## config.mk

```make
export PLATFORM = sky130hd
export DESIGN_NAME = load_return_unit
export DESIGN_NICKNAME = d
export VERILOG_FILES = /design/src/rtl/memory_pkg.sv /design/src/rtl/load_tag_fifo.sv /design/src/rtl/load_return_unit.sv
export SDC_FILE = /design/constraint.sdc
export NUM_CORES = 1
export LEC_CHECK = 0
export CAP_MARGIN = 10
export CORE_ASPECT_RATIO = 1.1
export CORE_UTILIZATION = 42
export DETAILED_ROUTE_END_ITERATION = 12
export GPL_TIMING_DRIVEN = 0
export PLACE_DENSITY = 0.76
export SLEW_MARGIN = 20
export SYNTH_ARGS = -nofsm -noshare
export SYNTH_HDL_FRONTEND = slang
export SYNTH_HIERARCHICAL = 1
export SYNTH_SLANG_ARGS = --single-unit
```

## constraint.sdc

```tcl
create_clock -name clk -period 3 [get_ports clk]
set_clock_uncertainty 0.15 [all_clocks]
set_input_delay 0.3 -clock clk [delete_from_list [all_inputs] [get_ports clk]]
set_output_delay 0.3 -clock clk [all_outputs]
set_load 0.005 [all_outputs]
```

## src/rtl/memory_pkg.sv

```systemverilog
// Shared definitions for the load path: default queue depth, pointer-width
// derivation and the request-register state encoding.
package memory_pkg;

    localparam int QUEUE_DEPTH_DEFAULT = 4;

    // Pointer width for a power-of-two queue; never narrower than one bit.
    function automatic int ptrWidth(input int depth);
        return (depth > 1) ? $clog2(depth) : 1;
    endfunction

    typedef enum logic {
        REQ_EMPTY = 1'b0,
        REQ_HELD  = 1'b1
    } reqState_t;

endpackage

```

## src/rtl/load_tag_fifo.sv

```systemverilog
// In-order FIFO of destination-register tags for loads that are waiting for
// their memory response. The count doubles as the outstanding-load counter.
module load_tag_fifo
    import memory_pkg::*;
#(
    parameter int WIDTH = 4,
    parameter int DEPTH = QUEUE_DEPTH_DEFAULT
) (
    input  logic                    clk,
    input  logic                    sync_rst_n,
    input  logic                    push,
    input  logic [WIDTH-1:0]        pushData,
    input  logic                    pop,
    output logic [WIDTH-1:0]        head,
    output logic [ptrWidth(DEPTH):0] count,
    output logic                    full,
    output logic                    empty
);

    localparam int PTRW = ptrWidth(DEPTH);
    localparam int CNTW = PTRW + 1;
    localparam logic [CNTW-1:0] FULLCOUNT = CNTW'(DEPTH);

    logic [WIDTH-1:0] mem [DEPTH];
    logic [PTRW-1:0]  wrPtr;
    logic [PTRW-1:0]  rdPtr;
    logic             doPush;
    logic             doPop;

    // Status flags; overflow/underflow requests are dropped so the count stays in range.
    always_comb begin
        full   = (count == FULLCOUNT);
        empty  = (count == '0);
        doPush = push && !full;
        doPop  = pop && !empty;
        head   = mem[rdPtr];
    end

    // Pointers wrap modulo DEPTH for free because DEPTH is a power of two.
    always_ff @(posedge clk) begin
        if (!sync_rst_n) begin
            wrPtr <= '0;
            rdPtr <= '0;
            count <= '0;
        end else begin
            if (doPush) wrPtr <= wrPtr + 1'b1;
            if (doPop)  rdPtr <= rdPtr + 1'b1;
            if (doPush && !doPop)      count <= count + 1'b1;
            else if (doPop && !doPush) count <= count - 1'b1;
        end
    end

    // Tag storage needs no reset; the pointers decide what is valid.
    always_ff @(posedge clk) begin
        if (doPush) mem[wrPtr] <= pushData;
    end

endmodule

```

## src/rtl/load_return_unit.sv

```systemverilog
// Load return unit: accepts load requests, forwards the address to memory
// through a one-entry request register, remembers destination tags in order,
// and writes each in-order response back to the register file one cycle later.
//
// Handshakes: a transfer happens on a rising edge where valid and ready are both
// high in an active (clk_en=1) cycle. A source holding valid keeps its payload
// stable until that transfer; valid never depends combinationally on ready.
module load_return_unit
    import memory_pkg::*;
#(
    parameter int DATABITWIDTH    = 16,
    parameter int REGADDRBITWIDTH = 4,
    parameter int QUEUEDEPTH      = QUEUE_DEPTH_DEFAULT
) (
    input  logic                         clk,
    input  logic                         sync_rst_n,
    input  logic                         clk_en,
    input  logic                         Load_Req_Valid,
    output logic                         Load_Req_Ready,
    input  logic [DATABITWIDTH-1:0]      Load_Req_Address,
    input  logic [REGADDRBITWIDTH-1:0]   Load_Req_DestReg,
    output logic                         Mem_Req_Valid,
    input  logic                         Mem_Req_Ready,
    output logic [DATABITWIDTH-1:0]      Mem_Req_Address,
    input  logic                         Mem_Resp_Valid,
    input  logic [DATABITWIDTH-1:0]      Mem_Resp_Data,
    output logic                         Dirty_Set,
    output logic                         Mem_Write_En,
    output logic [REGADDRBITWIDTH-1:0]   Mem_Write_Address,
    output logic [DATABITWIDTH-1:0]      Mem_Write_Data,
    output logic                         Loads_Idle,
    output logic                         Protocol_Error,
    output logic                         Dbg_ReqState,
    output logic [ptrWidth(QUEUEDEPTH):0] Dbg_Outstanding
);

    reqState_t                     reqState;
    reqState_t                     reqStateNext;
    logic [DATABITWIDTH-1:0]       reqAddr;
    logic                          accept;
    logic                          reqFire;
    logic                          respActive;
    logic                          respPop;
    logic                          respOrphan;
    logic                          writeHit;
    logic [REGADDRBITWIDTH-1:0]    headTag;
    logic [ptrWidth(QUEUEDEPTH):0] outstanding;
    logic                          fifoFull;
    logic                          fifoEmpty;
    logic                          writeEnReg;
    logic [REGADDRBITWIDTH-1:0]    writeAddrReg;
    logic [DATABITWIDTH-1:0]       writeDataReg;
    logic                          errorReg;

    load_tag_fifo #(
        .WIDTH (REGADDRBITWIDTH),
        .DEPTH (QUEUEDEPTH)
    ) u_tagFifo (
        .clk        (clk),
        .sync_rst_n (sync_rst_n),
        .push       (accept),
        .pushData   (Load_Req_DestReg),
        .pop        (respPop),
        .head       (headTag),
        .count      (outstanding),
        .full       (fifoFull),
        .empty      (fifoEmpty)
    );

    // Handshake decode; ready only sees the current occupancy, a pop this cycle does not free a slot early.
    always_comb begin
        respActive     = clk_en && Mem_Resp_Valid;
        respPop        = respActive && !fifoEmpty;
        respOrphan     = respActive && fifoEmpty;
        writeHit       = respPop && (headTag != '0);
        reqFire        = clk_en && (reqState == REQ_HELD) && Mem_Req_Ready;
        Load_Req_Ready = sync_rst_n && clk_en && !fifoFull
                         && ((reqState == REQ_EMPTY) || Mem_Req_Ready);
        accept         = Load_Req_Valid && Load_Req_Ready;
    end

    // Request-register FSM: state register.
    always_ff @(posedge clk) begin
        if (!sync_rst_n) reqState <= REQ_EMPTY;
        else             reqState <= reqStateNext;
    end

    // Request-register FSM: next state. An accept while HELD implies the old request left this cycle.
    always_comb begin
        reqStateNext = reqState;
        case (reqState)
            REQ_EMPTY: if (accept) reqStateNext = REQ_HELD;
            REQ_HELD:  if (reqFire && !accept) reqStateNext = REQ_EMPTY;
            default:   reqStateNext = REQ_EMPTY;
        endcase
    end

    // Request-register FSM: outputs. Everything is forced quiet while reset is asserted.
    always_comb begin
        Mem_Req_Valid   = sync_rst_n && (reqState == REQ_HELD);
        Mem_Req_Address = Mem_Req_Valid ? reqAddr : '0;
        Dirty_Set       = accept;
        Dbg_ReqState    = sync_rst_n && (reqState == REQ_HELD);
    end

    // Request address captured on accept and held until the memory takes it.
    always_ff @(posedge clk) begin
        if (!sync_rst_n)  reqAddr <= '0;
        else if (accept)  reqAddr <= Load_Req_Address;
    end

    // Write-back register: one-cycle pulse per popped response; tag 0 is a discard target.
    always_ff @(posedge clk) begin
        if (!sync_rst_n) begin
            writeEnReg   <= 1'b0;
            writeAddrReg <= '0;
            writeDataReg <= '0;
        end else begin
            writeEnReg <= writeHit;
            if (writeHit) begin
                writeAddrReg <= headTag;
                writeDataReg <= Mem_Resp_Data;
            end
        end
    end

    // Sticky flag for a response that arrived with nothing outstanding.
    always_ff @(posedge clk) begin
        if (!sync_rst_n)     errorReg <= 1'b0;
        else if (respOrphan) errorReg <= 1'b1;
    end

    // Register-file and status outputs.
    always_comb begin
        Mem_Write_En      = sync_rst_n && writeEnReg;
        Mem_Write_Address = sync_rst_n ? writeAddrReg : '0;
        Mem_Write_Data    = sync_rst_n ? writeDataReg : '0;
        Protocol_Error    = sync_rst_n && errorReg;
        Loads_Idle        = !sync_rst_n
                            || ((outstanding == '0) && (reqState == REQ_EMPTY) && !writeEnReg);
        Dbg_Outstanding   = sync_rst_n ? outstanding : '0;
    end

endmodule
```

==> metrics.md, run 1 <==
| Metric | Value |
|---|---|
| Status | `complete, no violations` |
| CTS tree | `built` |
| Hold bufs inserted after CTS | `0` |
| Sink Count | `64` |
| CP Cell Sequence | `nor3b_2 -> and3b_1 -> buf_6 -> and3_4 -> buf_12 -> nor2b_2 -> buf_6 -> ha_2 -> inv_1 -> fa_2 -> xor2_1 -> or3_1 -> a21boi_1` |
| Place WS | `-0.404 ns` |
| DP Cell Count | `461` |
| Hold Path End | `reqAddr[8]` |
| Number of antenna violations at the first check in global routing | `0` |
| Tmin final | `2.85 ns` |
| Post-synth top area cell | `dfxtp_1` |
| Most common cell after layout, fill and taps aside | `clkdlybuf4s50_1` |
| Worst hold path cell count | `2` |
| DR iter-0 viols | `137` |
| Min-delay worst type | `register to register` |
| Switch Pwr | `0.444 mW` |
| Final Wtd Congestion | `0.806` |
| Sequential share of the synthesized area | `49.4%` |
| Cell Rows | `31` |
| Reg power frac | `47.7%` |
| Max cap viols | `0` |
| Compound-cell area share of the yosys netlist | `6.98%` |
| 1st-pass router iterations | `4` |
| Mean post-synth cell area | `10.0 sq um` |
| Worst slew pin tran | `0.482 ns` |
| CP Capture Type | `register` |
| Crit Path Max Fanout | `8` |
| Ant diodes | `0` |
| Final worst slack | `0.147 ns` |
| Fin. Hold Viols | `0` |
| Crit-path leading delay family | `simple AND/OR/NAND/NOR gates` |
| Multiplexer area fraction after synthesis | `9.60%` |
| DRC errors left | `0` |
| Reg2reg path depth | `13` |
| Clk_lat worst skew | `0.33 ns` |
| Post-synthesis xor/xnor area fraction | `1.20%` |
| Buf/Inv on CP | `4` |
| Max Slew Vio Count | `0` |
| Static leakage | `1.73 nW` |
| Layout Utilization | `61.9%` |
| Worst path slowest cell | `dfxtp_4` |
| F_max | `0.350 GHz` |
| #FFs+latches synth | `64` |
| Vias | `2392` |
| Ports | `88` |
| Core area | `0.00667 sq mm` |
| Crit-path most repeated cell | `buf_6` |
| WP data required | `3.10 ns` |
| P&R area growth vs syn | `41.5%` |
| Max transition margin | `67.9%` |
| Worst min-delay path startpoint | `reqAddr[8]` |
| Die ar. | `0.00729 sq mm` |
| Top cells by area, synth | `dfxtp_1 (33%), edfxtp_1 (16%), nand2_1 (7.3%)` |
| First-pass GRT wire length | `10.5 mm` |
| Critical path startpoint category | `register` |
| Final HPWL DP | `4.89 mm` |
| DIE HEIGHT | `89.5 microns` |
| Yosys warnings | `6` |
| Via-per-instance ratio | `5.03` |
| Vias in the first global route | `2240` |
| Total Wirelength | `6.77 mm` |
| Worst IR Drop VDD | `0.000267 V` |
| Critical path arrival | `2.96 ns` |
| Most frequent cells in the layout | `clkdlybuf4s50_1 (87), nand2_1 (57), dfxtp_1 (45), inv_1 (23), mux2i_1 (19)` |
| Synthesized area | `0.00292 sq mm` |
| DRT antenna net count | `0` |
| Post-Syn Nets | `340` |
| Crit Reg-Reg Endpoint | `u_tagFifo/count[2]` |
| Unrepaired setup endpoints after global routing | `false` |
| CTS Buffer Depth | `2` |
| Root Driver | `clkbuf_8` |
| Internal reg-to-reg setup slack | `0.15 ns` |
| Final Non-Filler Cells | `476` |
| WS Path Type | `register to register` |
| Pwr Density | `480 mW/mm^2` |
| Internal | `1.54 mW` |
| Final setup fails | `0` |
| Largest family of logic cells by synthesized area | `simple AND/OR/NAND/NOR gates` |
| Tcrit/Tclk final | `95.1%` |
| Logic gate share of total power | `12.8%` |
| Gr usage total | `19.3%` |
| Clock buffer count from CTS | `9` |
| Slowest stage delay, CP | `0.37 ns` |
| Worst R2R Start | `u_tagFifo/count[2]` |
| Clk network pwr share | `39.5%` |
| Width of the chip | `81.5 microns` |
| Share of cells above drive strength 1 | `13.2%` |
| Switching Share | `22.4%` |
| # nets final | `438` |
| Pin count of the biggest net entering global routing | `19` |
| IO Port Bufs | `87` |
| H-tree Lvls | `3` |
| Hold Slack | `0.303 ns` |
| Synthesized-area fraction occupied by adder cells | `2.83%` |
| CTS clk-pin slew, worst paths | `0.07 ns` |
| Cells after Synth | `292` |
| Yosys cell types | `37` |
| Synth Area in Simple Gates | `21.4%` |
| Global route overflow | `0` |
| Initial Util | `43.8%` |
| Top cell type's share of synthesized area | `32.9%` |
| Wire per inst | `14.2 microns` |
==> cell type report <==
class / count / area [sq um]
clock buffers: 13 / 180
clock inverters: 2 / 35.0
well taps: 82 / 103
multi-input cells: 181 / 1230
plain buffers: 23 / 161
inverters: 23 / 86.3
flip-flops and latches: 64 / 1450
repair buffers: 88 / 878
fillers: 556 / 2540
==> power groups by stage <==
stage | Sequential (mW) | Clock [mW] | Combinational, mW
floorplan | 0.956 | 0 | 0.135
global placement | 0.962 | 0 | 0.247
detailed placement | 0.963 | 0 | 0.253
CTS | 0.945 | 0.794 | 0.255
global route | 0.949 | 0.844 | 0.279
finish | 0.945 | 0.783 | 0.254
==> sequential cells by signal, summed over array words and instances, names as in the netlist, named ones only <==
| signal | count |
|---|---|
| errorReg | 1 |
| reqAddr | 16 |
| reqState | 1 |
| u_tagFifo/count | 3 |
| u_tagFifo/mem | 16 |
| u_tagFifo/rdPtr | 2 |
| u_tagFifo/wrPtr | 2 |
| writeAddrReg | 4 |
| writeDataReg | 16 |
| writeEnReg | 1 |
==> cell families (layout without fill, tap and decap cells) <==
kind of cell	Yosys count	after routing
and+or+nand+nor	120	120
muxes	23	23
DFF	64	64
buffers and inverters	47	149
AOI/OAI and AO/OA	28	28
adders and majority gates	6	6
xor gates and xnor gates	4	4
==> worst register-to-register path: stages (launching register included) <==
cell      delay [ns]
dfxtp_4         0.37
nor3b_2         0.18
and3b_1         0.23
buf_6           0.13
and3_4          0.20
buf_12          0.09
nor2b_2         0.14
buf_6           0.13
ha_2            0.19
inv_1           0.05
fa_2            0.33
xor2_1          0.15
or3_1           0.32
a21boi_1        0.13
==> cell usage after synthesis <==
cell type	number
xor2_1	1
nand3_1	4
ha_1	5
o41a_4	1
or3_1	1
buf_6	7
mux4_2	4
o31ai_2	1
and3b_1	2
and3_2	4
inv_1	23
xnor2_1	3
buf_12	1
nand2b_1	1
and3_4	1
o21ai_0	14
clkbuf_1	13
buf_4	1
nor2b_1	3
and2_1	15
a31oi_1	1
fa_1	1
o311ai_1	1
nand4_1	16
and3_1	12
or4_1	1
mux2i_1	19
dfxtp_1	48
nor3b_2	1
edfxtp_1	16
buf_2	2
a21boi_1	1
nand2_1	57
nor3_1	1
o21ai_2	8
nor3b_1	1
a21o_1	1
==> how the worst max path moves through the flow <==
stage / from / to / slack (ns) / cells past startpoint
2_1_floorplan: u_tagFifo/count[0] / u_tagFifo/count[2] / 0.02 / 14
3_3_place_gp: sync_rst_n / u_tagFifo/count[2] / -0.34 / 14
3_5_place_dp: sync_rst_n / u_tagFifo/count[2] / -0.40 / 14
4_1_cts: u_tagFifo/count[2] / u_tagFifo/count[2] / 0.07 / 13
5_1_grt: u_tagFifo/count[2] / u_tagFifo/count[2] / 0.02 / 13
6_report: u_tagFifo/count[2] / u_tagFifo/count[2] / 0.15 / 13
==> metal layers <==
layer | routed length (microns) | GRT usage [%] | vias up
li1 | - | - | 1182
met1 | 2800 | 23.2 | 1122
met2 | 3360 | 33.0 | 73
met3 | 439 | 3.27 | 15
met4 | 170 | 10.4 | 0
met5 | 0 | 0 | -
==> timing repair <==
action                                 in CTS  in global routing
resized for setup                           8                  7
endpoints found under the hold margin       0                  0
pin swaps                                   0                  1
setup buffers                               1                  0
setup endpoints to repair                   1                  2
==> through the flow <==
| stage | setup TNS [ns] | instance area (sq um) | power, mW |
|---|---|---|---|
| after floorplan | 0 | 2920 | 1.09 |
| after global placement | -0.379 | 3890 | 1.21 |
| after detailed placement | -0.450 | 3890 | 1.22 |
| after CTS | 0 | 4120 | 1.99 |
| after global routing | 0 | 4130 | 2.07 |
| final | 0 | 4130 | 1.98 |
Power figures use the tool's default switching activity.
==> run 2: changes to the inputs <==
Settings changed: CORE_MARGIN set to 10, CTS_CLUSTER_SIZE set to 12.
==> run 2 against run 1 <==
Via count grew 0.59%. Die area grew 47%. Final cell count grew 0.63%. Total power shrank 7.8%. Flip-flop and latch count is the same. Cell area shrank 0.97%. Clock power shrank 20%. Non-clock buffer count grew 2. Combinational power grew 2%. Sequential power is essentially flat.
==> metrics.md, run 2 (synthesis results as in run 1) <==
| Metric | Value |
|---|---|
| Largest regs | `reqAddr x16, u_tagFifo/mem x16, writeDataReg x16` |
| Vias in the first global route | `2467` |
| 1st-pass router iterations | `4` |
| Max cap viols | `0` |
| Pin count of the biggest net entering global routing | `20` |
| Number of antenna violations at the first check in global routing | `0` |
| Internal | `1.38 mW` |
| # nets final | `440` |
| F_max | `0.351 GHz` |
| GR peak layer | `met2` |
| Gr usage total | `14.1%` |
| CTS Buffer Depth | `2` |
| Setup TNS | `0 ns` |
| Max Slew Vio Count | `0` |
| Critical path startpoint category | `register` |
| Crit-path most repeated cell | `buf_6` |
| Place WS | `-0.373 ns` |
| Dpl cell area | `0.00389 sq mm` |
| Clk network pwr share | `34.2%` |
| Crit Reg-Reg Endpoint | `u_tagFifo/count[2]` |
| Final HPWL DP | `5.63 mm` |
| Worst hold path cell count | `2` |
| Initial Util | `43.8%` |
| Crit-path leading delay family | `simple AND/OR/NAND/NOR gates` |
| Tot Pwr | `1.83 mW` |
| Worst R2R Start | `u_tagFifo/count[2]` |
| Critical path arrival | `2.96 ns` |
| CTS clk-pin slew, worst paths | `0.07 ns` |
| DIE HEIGHT | `107 microns` |
| P&R area growth vs syn | `40.1%` |
| Via-per-instance ratio | `5.02` |
| Final setup fails | `0` |
| Clk_lat worst skew | `0.33 ns` |
| Most frequent cells in the layout | `clkdlybuf4s50_1 (87), nand2_1 (57), dfxtp_1 (45), inv_1 (23), mux2i_1 (19)` |
| Met1 usage | `15.4%` |
| Final Wtd Congestion | `0.774` |
| Status | `complete, no violations` |
| Fin. Hold Viols | `0` |
| Post-route cell area | `0.00409 sq mm` |
| Internal reg-to-reg setup slack | `0.15 ns` |
| Tcrit/Tclk final | `95.1%` |
| First-pass GRT wire length | `12.3 mm` |
| Width of the chip | `99.5 microns` |
| Crit Path Max Fanout | `8` |
| DRT antenna net count | `0` |
| Switch Pwr | `0.445 mW` |
| Unrepaired setup endpoints after global routing | `false` |
| Worst slew pin tran | `0.467 ns` |
| Global route overflow | `0` |
| WS Path Type | `register to register` |
| Worst path slowest cell | `dfxtp_4` |
| Root Driver | `clkbuf_8` |
| Worst min-delay path startpoint | `reqAddr[13]` |
| Clock buffer count from CTS | `9` |
| H-tree Lvls | `3` |
| Buf/Inv on CP | `4` |
| Most common cell after layout, fill and taps aside | `clkdlybuf4s50_1` |
| Wire per inst | `15.5 microns` |
| Met2 GRT Util | `23.9%` |
| Vias | `2406` |
| Hold Path End | `reqAddr[13]` |
| Logic gate share of total power | `14.1%` |
| WP data required | `3.11 ns` |
| Static leakage | `1.72 nW` |
| Share of cells above drive strength 1 | `13.6%` |
| DRC errors left | `0` |
| Final worst slack | `0.148 ns` |
| Sink Count | `64` |
| Core area | `0.00667 sq mm` |
| CTS tree | `built` |
| DR iter-0 viols | `80` |
| Total Wirelength | `7.43 mm` |
| Switching Share | `24.4%` |
| Grt met3 use | `4.37%` |
| Reg power frac | `51.6%` |
| Max transition margin | `68.9%` |
| Ports | `88` |
| Tmin final | `2.85 ns` |
| Die ar. | `0.0107 sq mm` |
| Ant diodes | `0` |
| Worst IR Drop VDD | `0.000274 V` |
| CP Cell Sequence | `nor3b_2 -> and3b_1 -> buf_6 -> and3_4 -> buf_12 -> nor2b_2 -> buf_6 -> ha_2 -> inv_1 -> fa_2 -> xor2_1 -> or3_1 -> a21boi_1` |
| Cell Rows | `31` |
| Pwr Density | `447 mW/mm^2` |
| Min-delay worst type | `register to register` |
| CP Capture Type | `register` |
| IO Port Bufs | `87` |
| Reg2reg path depth | `13` |
| Slowest stage delay, CP | `0.37 ns` |
==> run 2: cell types whose count changed in the layout (fill, tap and decap cells not counted) <==
cell	delta
dfxtp_4	-2
dfxtp_2	+2
clkbuf_8	-1
bufinv_16	-1
buf_4	+2
clkbuf_16	-1
clkbuf_1	+1
clkinv_2	+3
==> run 2: stage by stage <==
step	hold slack, ns	cells	utilization, %
2_1_floorplan	0.249	292	-
3_3_place_gp	0.291	461	58.4
3_5_place_dp	0.296	461	58.4
4_1_cts	0.305	476	60.8
5_1_grt	0.323	479	61.3
6_report	0.304	479	61.3
==> run 2: per-layer routing <==
layer,up-vias,share of wire [%]
li1,1195,-
met1,1134,41
met2,62,50
met3,15,6.0
met4,0,2.6
met5,-,0
==> run 2: worst register-to-register path, cell delays in order, from the launching register on <==
cell and delay (ns):
dfxtp_4 0.37, nor3b_2 0.17, and3b_1 0.23, buf_6 0.13, and3_4 0.20, buf_12 0.10, nor2b_2 0.13, buf_6 0.13
ha_2 0.19, inv_1 0.06, fa_2 0.33, xor2_1 0.15, or3_1 0.30, a21boi_1 0.14
==> run 2: power groups by stage <==
stage / sequential, mW / clock, mW / combinational (mW)
floorplan: 0.956 / 0 / 0.135
global placement: 0.961 / 0 / 0.249
detailed placement: 0.962 / 0 / 0.255
CTS: 0.944 / 0.644 / 0.257
global route: 0.948 / 0.682 / 0.285
finish: 0.944 / 0.626 / 0.258
==> run 2: worst max path at each step <==
stage | startpoint | end | depth (start not counted)
3_3_place_gp | sync_rst_n | u_tagFifo/count[2] | 14
4_1_cts | u_tagFifo/count[2] | u_tagFifo/count[2] | 13
2_1_floorplan | u_tagFifo/count[0] | u_tagFifo/count[2] | 14
6_report | u_tagFifo/count[2] | u_tagFifo/count[2] | 13
3_5_place_dp | sync_rst_n | u_tagFifo/count[2] | 14
5_1_grt | u_tagFifo/count[2] | u_tagFifo/count[2] | 13
==> run 2: cell type report <==
type,count,area (sq um)
fillers,585,2580
flip-flops and latches,64,1450
multi-input cells,181,1230
repair buffers,90,893
plain buffers,23,161
clock buffers,12,145
well taps,82,103
inverters,23,86.3
clock inverters,4,20.0
==> run 2: what timing repair did <==
action	in CTS	in global routing
resized for setup	8	5
hold endpoints to repair	0	0
cloned	0	0
setup endpoints to repair	1	2
setup buffers	0	3
hold buffers	0	0
